`config.mk`:
```
export PLATFORM = sky130hd
export DESIGN_NAME = mc_ahb_ctrl_unit
export DESIGN_NICKNAME = d
export VERILOG_FILES = /design/src/rtl/mc_ahb_ctrl_unit.sv
export SDC_FILE = /design/constraint.sdc
export NUM_CORES = 1
export LEC_CHECK = 0
export BUFFER_PORTS_ARGS = -buffer_cell sky130_fd_sc_hd__buf_4
export CAP_MARGIN = 20
export CORE_MARGIN = 10
export CORE_UTILIZATION = 52
export DETAILED_ROUTE_END_ITERATION = 16
export PLACE_DENSITY = 0.89
export SYNTH_ARGS = -nofsm -noshare
export SYNTH_HDL_FRONTEND = slang
export SYNTH_SLANG_ARGS = --single-unit
export TNS_END_PERCENT = 1
```
`constraint.sdc`:
```
create_clock -name clk -period 2.3 [get_ports clk]
set_input_delay 0 -clock clk [delete_from_list [all_inputs] [get_ports clk]]
set_output_delay 0 -clock clk [all_outputs]
set_load 0.02 [all_outputs]
```
`src/rtl/mc_ahb_ctrl_unit.sv`:
```
// rtl/mc_ahb_ctrl_unit.sv - multicycle ARM control unit with AHB wait-state stalling and timeout fault
module mc_ahb_ctrl_unit #(
   parameter int ALUCTRL_W    = 3,
   parameter int WAIT_TIMEOUT = 16,
   parameter int SHIFT_EN     = 1
) (
   input  logic                 clk,
   input  logic                 reset,
   input  logic [1:0]           Op,
   input  logic [5:0]           Funct,
   input  logic [3:0]           Rd,
   input  logic                 HReady,
   output logic [1:0]           FlagW,
   output logic                 PCS,
   output logic                 NextPC,
   output logic                 RegW,
   output logic                 MemW,
   output logic                 IRWrite,
   output logic                 AdrSrc,
   output logic [1:0]           ResultSrc,
   output logic                 ALUSrcA,
   output logic [1:0]           ALUSrcB,
   output logic [1:0]           ImmSrc,
   output logic [1:0]           RegSrc,
   output logic [ALUCTRL_W-1:0] ALUControl,
   output logic                 NoWrite,
   output logic                 Shift,
   output logic                 BusReq,
   output logic                 InstrDone,
   output logic                 Fault
);

   typedef enum logic [3:0] {
      S_FETCH, S_DECODE, S_MEMADR, S_MEMREAD, S_MEMWRITE, S_MEMWB,
      S_EXECUTER, S_EXECUTEI, S_ALUWB, S_BRANCH, S_FAULT
   } state_t;

   state_t     state, state_nxt;
   logic [7:0] wait_cnt, wait_cnt_nxt;
   logic       wait_expired;
   logic       alu_op, branch;
   logic       regw_raw, memw_raw, irw_raw, nextpc_raw, done_raw;
   logic [2:0] alu_code;
   logic       dp_impl, dp_shift, dp_nowrite;

   // Data-processing decode; unimplemented codes collapse to a harmless no-write op
   always_comb begin
      alu_code   = 3'b000;
      dp_shift   = 1'b0;
      dp_nowrite = 1'b0;
      dp_impl    = 1'b1;
      case (Funct[4:1])
         4'b0100: alu_code = 3'b000;
         4'b0010: alu_code = 3'b001;
         4'b0000: alu_code = 3'b010;
         4'b1100: alu_code = 3'b011;
         4'b0110: alu_code = 3'b101;
         4'b1101: begin
            dp_shift = 1'b1;
            dp_impl  = (SHIFT_EN != 0);
         end
         4'b1000: begin
            alu_code   = 3'b010;
            dp_nowrite = 1'b1;
         end
         4'b1010: begin
            alu_code   = 3'b001;
            dp_nowrite = 1'b1;
         end
         default: dp_impl = 1'b0;
      endcase
      if (!dp_impl) begin
         alu_code = 3'b000;
         dp_shift = 1'b0;
      end
   end

   assign wait_expired = ((wait_cnt + 8'd1) == 8'(WAIT_TIMEOUT));

   always_ff @(posedge clk or posedge reset) begin
      if (reset) begin
         state    <= S_FETCH;
         wait_cnt <= '0;
      end else begin
         state    <= state_nxt;
         wait_cnt <= wait_cnt_nxt;
      end
   end

   always_comb begin
      state_nxt    = state;
      wait_cnt_nxt = '0;
      alu_op       = 1'b0;
      branch       = 1'b0;
      regw_raw     = 1'b0;
      memw_raw     = 1'b0;
      irw_raw      = 1'b0;
      nextpc_raw   = 1'b0;
      done_raw     = 1'b0;
      AdrSrc       = 1'b0;
      ResultSrc    = 2'b00;
      ALUSrcA      = 1'b0;
      ALUSrcB      = 2'b00;
      BusReq       = 1'b0;
      case (state)
         S_FETCH: begin
            ALUSrcA   = 1'b1;
            ALUSrcB   = 2'b10;
            ResultSrc = 2'b10;
            BusReq    = 1'b1;
            if (HReady) begin
               irw_raw    = 1'b1;
               nextpc_raw = 1'b1;
               state_nxt  = S_DECODE;
            end else if (wait_expired) begin
               state_nxt = S_FAULT;
            end else begin
               wait_cnt_nxt = wait_cnt + 8'd1;
            end
         end
         S_DECODE: begin
            ALUSrcA   = 1'b1;
            ALUSrcB   = 2'b10;
            ResultSrc = 2'b10;
            case (Op)
               2'b01:   state_nxt = S_MEMADR;
               2'b00:   state_nxt = !dp_impl ? S_FAULT : (Funct[5] ? S_EXECUTEI : S_EXECUTER);
               2'b10:   state_nxt = S_BRANCH;
               default: state_nxt = S_FAULT;
            endcase
         end
         S_MEMADR: begin
            ALUSrcB   = 2'b01;
            state_nxt = Funct[0] ? S_MEMREAD : S_MEMWRITE;
         end
         S_MEMREAD: begin
            AdrSrc = 1'b1;
            BusReq = 1'b1;
            if (HReady) state_nxt = S_MEMWB;
            else if (wait_expired) state_nxt = S_FAULT;
            else wait_cnt_nxt = wait_cnt + 8'd1;
         end
         S_MEMWRITE: begin
            AdrSrc = 1'b1;
            BusReq = 1'b1;
            if (HReady) begin
               memw_raw  = 1'b1;
               done_raw  = 1'b1;
               state_nxt = S_FETCH;
            end else if (wait_expired) begin
               state_nxt = S_FAULT;
            end else begin
               wait_cnt_nxt = wait_cnt + 8'd1;
            end
         end
         S_MEMWB: begin
            ResultSrc = 2'b01;
            regw_raw  = 1'b1;
            done_raw  = 1'b1;
            state_nxt = S_FETCH;
         end
         S_EXECUTER: begin
            alu_op    = 1'b1;
            state_nxt = S_ALUWB;
         end
         S_EXECUTEI: begin
            ALUSrcB   = 2'b01;
            alu_op    = 1'b1;
            state_nxt = S_ALUWB;
         end
         S_ALUWB: begin
            alu_op    = 1'b1;
            regw_raw  = dp_impl & ~dp_nowrite;
            done_raw  = 1'b1;
            state_nxt = S_FETCH;
         end
         S_BRANCH: begin
            ALUSrcB   = 2'b01;
            ResultSrc = 2'b10;
            branch    = 1'b1;
            done_raw  = 1'b1;
            state_nxt = S_FETCH;
         end
         default: state_nxt = S_FAULT;
      endcase
   end

   // Strobes are forced low while reset is asserted so a mid-stall reset cannot glitch them
   assign RegW      = regw_raw & ~reset;
   assign MemW      = memw_raw & ~reset;
   assign IRWrite   = irw_raw & ~reset;
   assign NextPC    = nextpc_raw & ~reset;
   assign InstrDone = done_raw & ~reset;
   assign PCS       = ((Rd == 4'hF) & RegW) | (branch & ~reset);

   assign ALUControl = alu_op ? ALUCTRL_W'(alu_code) : '0;
   assign Shift      = alu_op & dp_shift;
   assign NoWrite    = alu_op & (dp_nowrite | ~dp_impl);
   assign FlagW[1]   = alu_op & dp_impl & Funct[0];
   assign FlagW[0]   = alu_op & dp_impl & Funct[0] & ~alu_code[1] & ~dp_shift;

   assign ImmSrc = Op;
   assign RegSrc = {Op == 2'b01, Op == 2'b10};
   assign Fault  = (state == S_FAULT);

endmodule
```
==> flow_summary_export.csv, run 1 <==
group,metric,value,unit
status,status,"completed",
finish,drive_above_1_share,0.352,
critical_path,critical_path_class,"reg -> out",
critical_path,cp-end-kind,"primary output",
sta,skew,0.00740,ns
min_path,worstHoldEndpoint,"state[3]",
clock_tree,clockBufferDepth,2,
clock_tree,htreeDepth,1,
clock_tree,root_buffer,"clkbuf_4",
global_routing,grt_overflow,0,
sta,setup-violations-final,0,
finish,stdcell_area,1380,um2
critical_path,r2r-start,"state[3]",
floorplanning,fp-row-count,16,
synth,syn_inst,129,
min_path,min_path_cells,3,
finish,nets,179,
critical_path,worstSetupStartpointType,"register",
clock_tree,cts_tree,"done",
floorplanning,die-area,4300,um2
drt,ant_nets,0,
critical_path,r2r_cells,4,
critical_path,worstPathRequired,2.30,ns
critical_path,max_stage_delay,0.58,ns
place,placedCellCount,184,
sta,setup_tns,0,ns
drt,drt_iter0_drc,42,
clock_tree,cts_setup_buffers,0,
run,drv_cap,0,
pwr,p_leak,0.630,nW
synth,synth_warnings,0,
synth,seq_area_frac_synth,0.278,
synth,ys.flop_type,"dfrtp_1",
sta,maxSlewHeadroom,0.644,
floorplanning,die_x,65.5,um
synth,synth_edf_count,0,
drt,wl,2940,um
global_routing,antenna_found_initial,0,
sta,worstMarginPinSlew,0.534,ns
synth,yosysTopAreaCell,"dfrtp_1",
place,preCtsSetupSlack,0.612,ns
place,routabilityCongestion,0.882,
drt,firstDrtPassIters,4,
global_routing,grt_pass1_vias,1118,
synth,ys_types,46,
drt,avgRoutedWirePerCell,15.6,um
drt,topRoutingLayerUsed,"met4",
place,dp.final_hpwl,2320,um
synth,ys_top_cells_by_area,"dfrtp_1 28%, nor2_1 6.6%, xor2_1 4.1%, nand2_1 3.1%, nand3_1 2.8%",
clock_tree,cts.clk_slew.worst_paths,0.08,ns
finish,num_antenna_cells,0,
finish,fin_util,0.703,
drt,wl_met1,1180,um
place,placed_cell_area,1330,um2
critical_path,cp_slowest_cell,"dfrtp_1",
synth,synth.avg_cell_area,8.36,um2
synth,synth_area,1080,um2
sta,post-route-min-period,1.92,ns
drt,wl_met3,311,um
finish,n_fill_cell,173,
synth,synth_top_area_frac,0.278,
drt,dr_total_vias,1044,
clock_tree,cts_resized,0,
min_path,hp-class,"in -> reg",
clock_tree,clock-sinks,12,
synth,ys_ff_latch,12,
global_routing,grt_max_degree,19,
finish,fin_cells,189,
pwr,power_density,999,nW/um2
sta,max_freq,0.520,GHz
critical_path,cpLargestDelayFamily,"simple AND/OR/NAND/NOR gates",
finish,area_delta_synth_final,27.8,%
sta,slew_violations,0,
drt,vias_per_cell,5.52,
floorplanning,ios,40,
place,port_buffers,39,
clock_tree,clock_latency,0.26,ns
critical_path,crit_path_max_fanout,18,
sta,rsz0062_at_grt,"false",
floorplanning,start_util,0.550,
sta,period_share,0.836,
drt,route.met2.wl,1450,um
critical_path,arrival,1.92,ns
synth,async_flop_share,1.00,
clock_tree,cts_buffers,3,
global_routing,gr-usage-all-layers,0.141,
critical_path,r2r_slack,0.57,ns
synth,synthesis.nets,145,
floorplanning,die-height,65.5,um
floorplanning,core_area,1960,um2
min_path,worstHoldStart,"Op[1]",
global_routing,grt_pass1_wl,4990,um
pwr,ir_drop,0.749,mV
sta,hold_viol,0,
critical_path,crit_buf_inv,1,
drt,drc_errors,0,
sta,layout_setup_ws,0.376,ns
critical_path,timing.rr.end,"state[2]",
critical_path,crit_path_cell_trace,"or2_4, o2bb2a_4, and3b_1, o21a_1, buf_4",
stage by stage:
step	power (mW)	hold slack, ns
floorplan	0.977	-0.127
finish	1.38	0.0224
CTS	1.38	0.0136
global placement	1.20	0.0580
detailed placement	1.21	0.0767
global route	1.48	0.0361
worst max path at each step:
stage          startpoint             to  slack (ns)  depth (start not counted)
2_1_floorplan    state[1]  ALUControl[2]        0.62                          4
3_3_place_gp     state[3]       state[2]        0.62                          4
3_5_place_dp     state[3]       state[2]        0.61                          4
4_1_cts          state[1]       FlagW[0]        0.38                          5
5_1_grt          state[1]       FlagW[0]        0.28                          5
6_report         state[1]       FlagW[0]        0.38                          5
per-layer routing:
metal,GRT usage,vias up
li1,-,518
met1,0.152,484
met2,0.245,40
met3,0.0678,2
met4,0.0241,0
met5,0,-
power breakdown:
| part | total (mW) | switching, mW | internal [mW] |
|---|---|---|---|
| clock | 0.161 | 0.0649 | 0.0960 |
| combinational | 0.839 | 0.466 | 0.373 |
| sequential | 0.378 | 0.127 | 0.251 |
repair_timing:
item	in CTS	in global routing
hold endpoints to repair	12	0
endpoints found under the setup margin	0	0
hold buffers	1	0
cells by family after synthesis:
family / share of synthesized area
simple gates: 0.367
compound gates: 0.180
buf+inv: 0.0777
flops: 0.278
xor+xnor: 0.0568
mux: 0.0197
fa+ha+maj: 0.0209
cells in the final DEF (no fill, tap or decap), types with 3 or more instances in the layout:
master,n
inv_1,3
nor3_1,5
nor2b_1,4
a21oi_1,4
o21ai_0,5
clkbuf_4,3
xor2_1,5
nor2_1,19
buf_4,39
dfrtp_1,12
nand2_1,9
nand3_1,6
nand2b_1,4
tightest hold or removal path, delay by kind of cell:
family,cells,cell delay [ns]
AO/OA/AOI/OAI,2,0.14
buffers and inverters,1,0.11
Yosys cell counts, types with 3 or more instances:
cell,n
nand3_1,6
buf_4,3
o21ai_0,5
dfrtp_1,12
nand2_1,9
nand2b_1,4
nor2b_1,4
xor2_1,5
nor3_1,5
buf_2,4
nor2_1,19
a21oi_1,4
inv_1,3
sequential cells by signal (all words and copies together), names as in the netlist:
| register | flops |
|---|---|
| state | 4 |
| wait_cnt | 8 |
layout make-up:
cell class / count / area, um2 / area share
clock buffer: 4 / 36.3 / 0.0263
multi-input combinational: 103 / 694 / 0.504
tap: 27 / 33.8 / 0.0245
inverter: 3 / 11.3 / 0.00817
timing repair buffer: 40 / 303 / 0.220
sequential: 12 / 300 / 0.218
Note: power is estimated with default switching activity, not from simulation.
==> run 2: changes to the inputs <==
--- a/config.mk
+++ b/config.mk
@@ -8,9 +8,9 @@
 export BUFFER_PORTS_ARGS = -buffer_cell sky130_fd_sc_hd__buf_4
 export CAP_MARGIN = 20
 export CORE_MARGIN = 10
-export CORE_UTILIZATION = 52
+export CORE_UTILIZATION = 44
 export DETAILED_ROUTE_END_ITERATION = 16
-export PLACE_DENSITY = 0.89
+export PLACE_DENSITY = 0.8
 export SYNTH_ARGS = -nofsm -noshare
 export SYNTH_HDL_FRONTEND = slang
 export SYNTH_SLANG_ARGS = --single-unit
==> constraint.sdc (replaced) <==
create_clock -name clk -period 1.7 [get_ports clk]
set_input_delay 0 -clock clk [delete_from_list [all_inputs] [get_ports clk]]
set_output_delay 0 -clock clk [all_outputs]
set_load 0.02 [all_outputs]
==> flow_summary_export.csv, run 2 (synthesized netlist as in run 1, its figures left out) <==
group,metric,value,unit
finish,n_fill_cell,174,
critical_path,r2r_cells,5,
place,port_buffers,39,
pwr,p_leak,0.697,nW
sta,worstMarginPinSlew,0.386,ns
critical_path,timing.rr.end,"state[2]",
finish,fin_cells,203,
sta,max_freq,0.591,GHz
clock_tree,clock_latency,0.27,ns
sta,post-route-min-period,1.69,ns
global_routing,grt_pass1_vias,1162,
place,placed_cell_area,1380,um2
sta,fin_hold_ws,0.0175,ns
global_routing,grt_pass1_wl,5240,um
critical_path,r2r_slack,0.09,ns
critical_path,r2r-start,"wait_cnt[0]",
clock_tree,clockBufferDepth,2,
place,placedCellCount,191,
critical_path,cp_slowest_cell,"dfrtp_2",
clock_tree,cts.clk_slew.worst_paths,0.08,ns
drt,ant_nets,0,
drt,drc_errors,0,
clock_tree,cts_tree,"done",
floorplanning,core_area,2280,um2
floorplanning,die-height,69.5,um
sta,skew,0.00584,ns
critical_path,worstSetupStartpointType,"register",
sta,slew_violations,0,
sta,setup-violations-final,0,
place,routabilityCongestion,0.893,
critical_path,endpoint,"FlagW[0]",
pwr,power_density,1420,nW/um2
sta,hold_viol,0,
floorplanning,fp-row-count,17,
place,preCtsSetupSlack,0.123,ns
min_path,hp-class,"in -> reg",
critical_path,crit_path_cell_trace,"or2_4, o2bb2a_4, and3b_2, o21a_1, buf_6",
critical_path,critical_path_class,"reg -> out",
finish,layout_commonest_cell,"buf_4",
drt,wl,3250,um
clock_tree,root_buffer,"clkbuf_4",
sta,rsz0062_at_grt,"true",
global_routing,antenna_found_initial,0,
run,drv_cap,0,
finish,num_antenna_cells,0,
drt,dr_total_vias,1102,
sta,setup_tns,0,ns
clock_tree,cts_buffers,3,
min_path,worstHoldStart,"Op[1]",
finish,area_delta_synth_final,40.3,%
finish,largest_register_ffs,8,
drt,drt_iter0_drc,26,
sta,layout_setup_ws,0.00790,ns
place,dp.final_hpwl,2450,um
clock_tree,htreeDepth,1,
floorplanning,start_util,0.474,
finish,largest-register,"wait_cnt",
sta,maxSlewHeadroom,0.740,
critical_path,crit_path_max_fanout,6,
clock_tree,clock-sinks,12,
global_routing,grt_max_degree,14,
finish,nets,192,
critical_path,worstPathRequired,1.70,ns
finish,mostFrequentLayoutCells,"49 x buf_4, 17 x nor2_1, 9 x nand2_1, 9 x dfrtp_1, 6 x nand3_1",
global_routing,grt_overflow,0,
critical_path,cp-end-kind,"primary output",
drt,firstDrtPassIters,4,
finish,drive_above_1_share,0.446,
pwr,ir_drop,0.979,mV
drt,vias_per_cell,5.43,
drt,avgRoutedWirePerCell,16.0,um
floorplanning,ios,40,
critical_path,max_stage_delay,0.43,ns
global_routing,gr-usage-all-layers,0.125,
finish,largestRegisters,"wait_cnt x8, state x4",
status,status,"completed",
critical_path,startpoint,"state[0]",
finish,stdcell_area,1510,um2
sta,period_share,0.995,
floorplanning,die-area,4830,um2
critical_path,arrival,1.69,ns
floorplanning,die_x,69.5,um
[run 2: cell types whose count changed in the layout (fill, tap and decap cells not counted)]
cell / change
o22ai_2: +1
nor2_1: -2
and3b_1: -1
nor2_2: +2
dfrtp_2: +3
dfrtp_1: -3
nand2b_1: -1
o22ai_1: -1
buf_4: +10
and3b_2: +1
nor2b_4: +1
nor2b_2: -1
buf_6: +3
nand2b_2: +1
[run 2: critical path, delay by kind of cell, from the launching register on]
family / cells / cell delay (ns)
simple gates: 2 / 0.51
compound gates: 2 / 0.36
flops: 1 / 0.43
buf+inv: 1 / 0.11
[run 2: per-layer routing]
metal,GRT usage,wire length (um),share of wire
met4,0.0466,29,0.0089
met3,0.0471,242,0.075
met2,0.216,1630,0.50
met5,0,0,0
met1,0.134,1340,0.41
[run 2: final cells by class]
type / instances / area [um2] / share of cell area
flip-flops and latches: 12 / 304 / 0.201
multi-input cells: 103 / 714 / 0.472
repair buffers: 53 / 412 / 0.272
inverters: 3 / 11.3 / 0.00744
clock buffers: 4 / 36.3 / 0.0240
well taps: 28 / 35.0 / 0.0232
[run 2: worst min-delay path by stage]
stage,endpoint,slack (ns),depth (start not counted)
after floorplan,state[0],-0.13,1
after global placement,state[1],0.03,3
after detailed placement,wait_cnt[1],0.03,3
after CTS,state[3],0.006,3
after global routing,state[3],0.04,3
final,state[3],0.02,3
[run 2: metrics by stage]
step | total power, mW | util
after floorplan | 1.32 | -
after global placement | 1.73 | 0.606
after detailed placement | 1.74 | 0.606
after CTS | 2.09 | 0.650
after global routing | 2.30 | 0.665
final | 2.14 | 0.665
[run 2: timing repair]
item / in CTS / in global routing
endpoints found under the hold margin: 12 / 0
gates resized for setup: 6 / 6
pin swaps: 0 / 0
endpoints found under the setup margin: 6 / 10
hold buffers: 1 / 0
buffers inserted: 5 / 2
[run 2: power by group]
part | internal (mW) | switching, mW | leakage (nW) | total (mW)
Combinational | 0.695 | 0.819 | 0.518 | 1.51
Clock | 0.130 | 0.0928 | 0.0210 | 0.223
Sequential | 0.349 | 0.0589 | 0.159 | 0.407
Total | 1.17 | 0.970 | 0.697 | 2.14
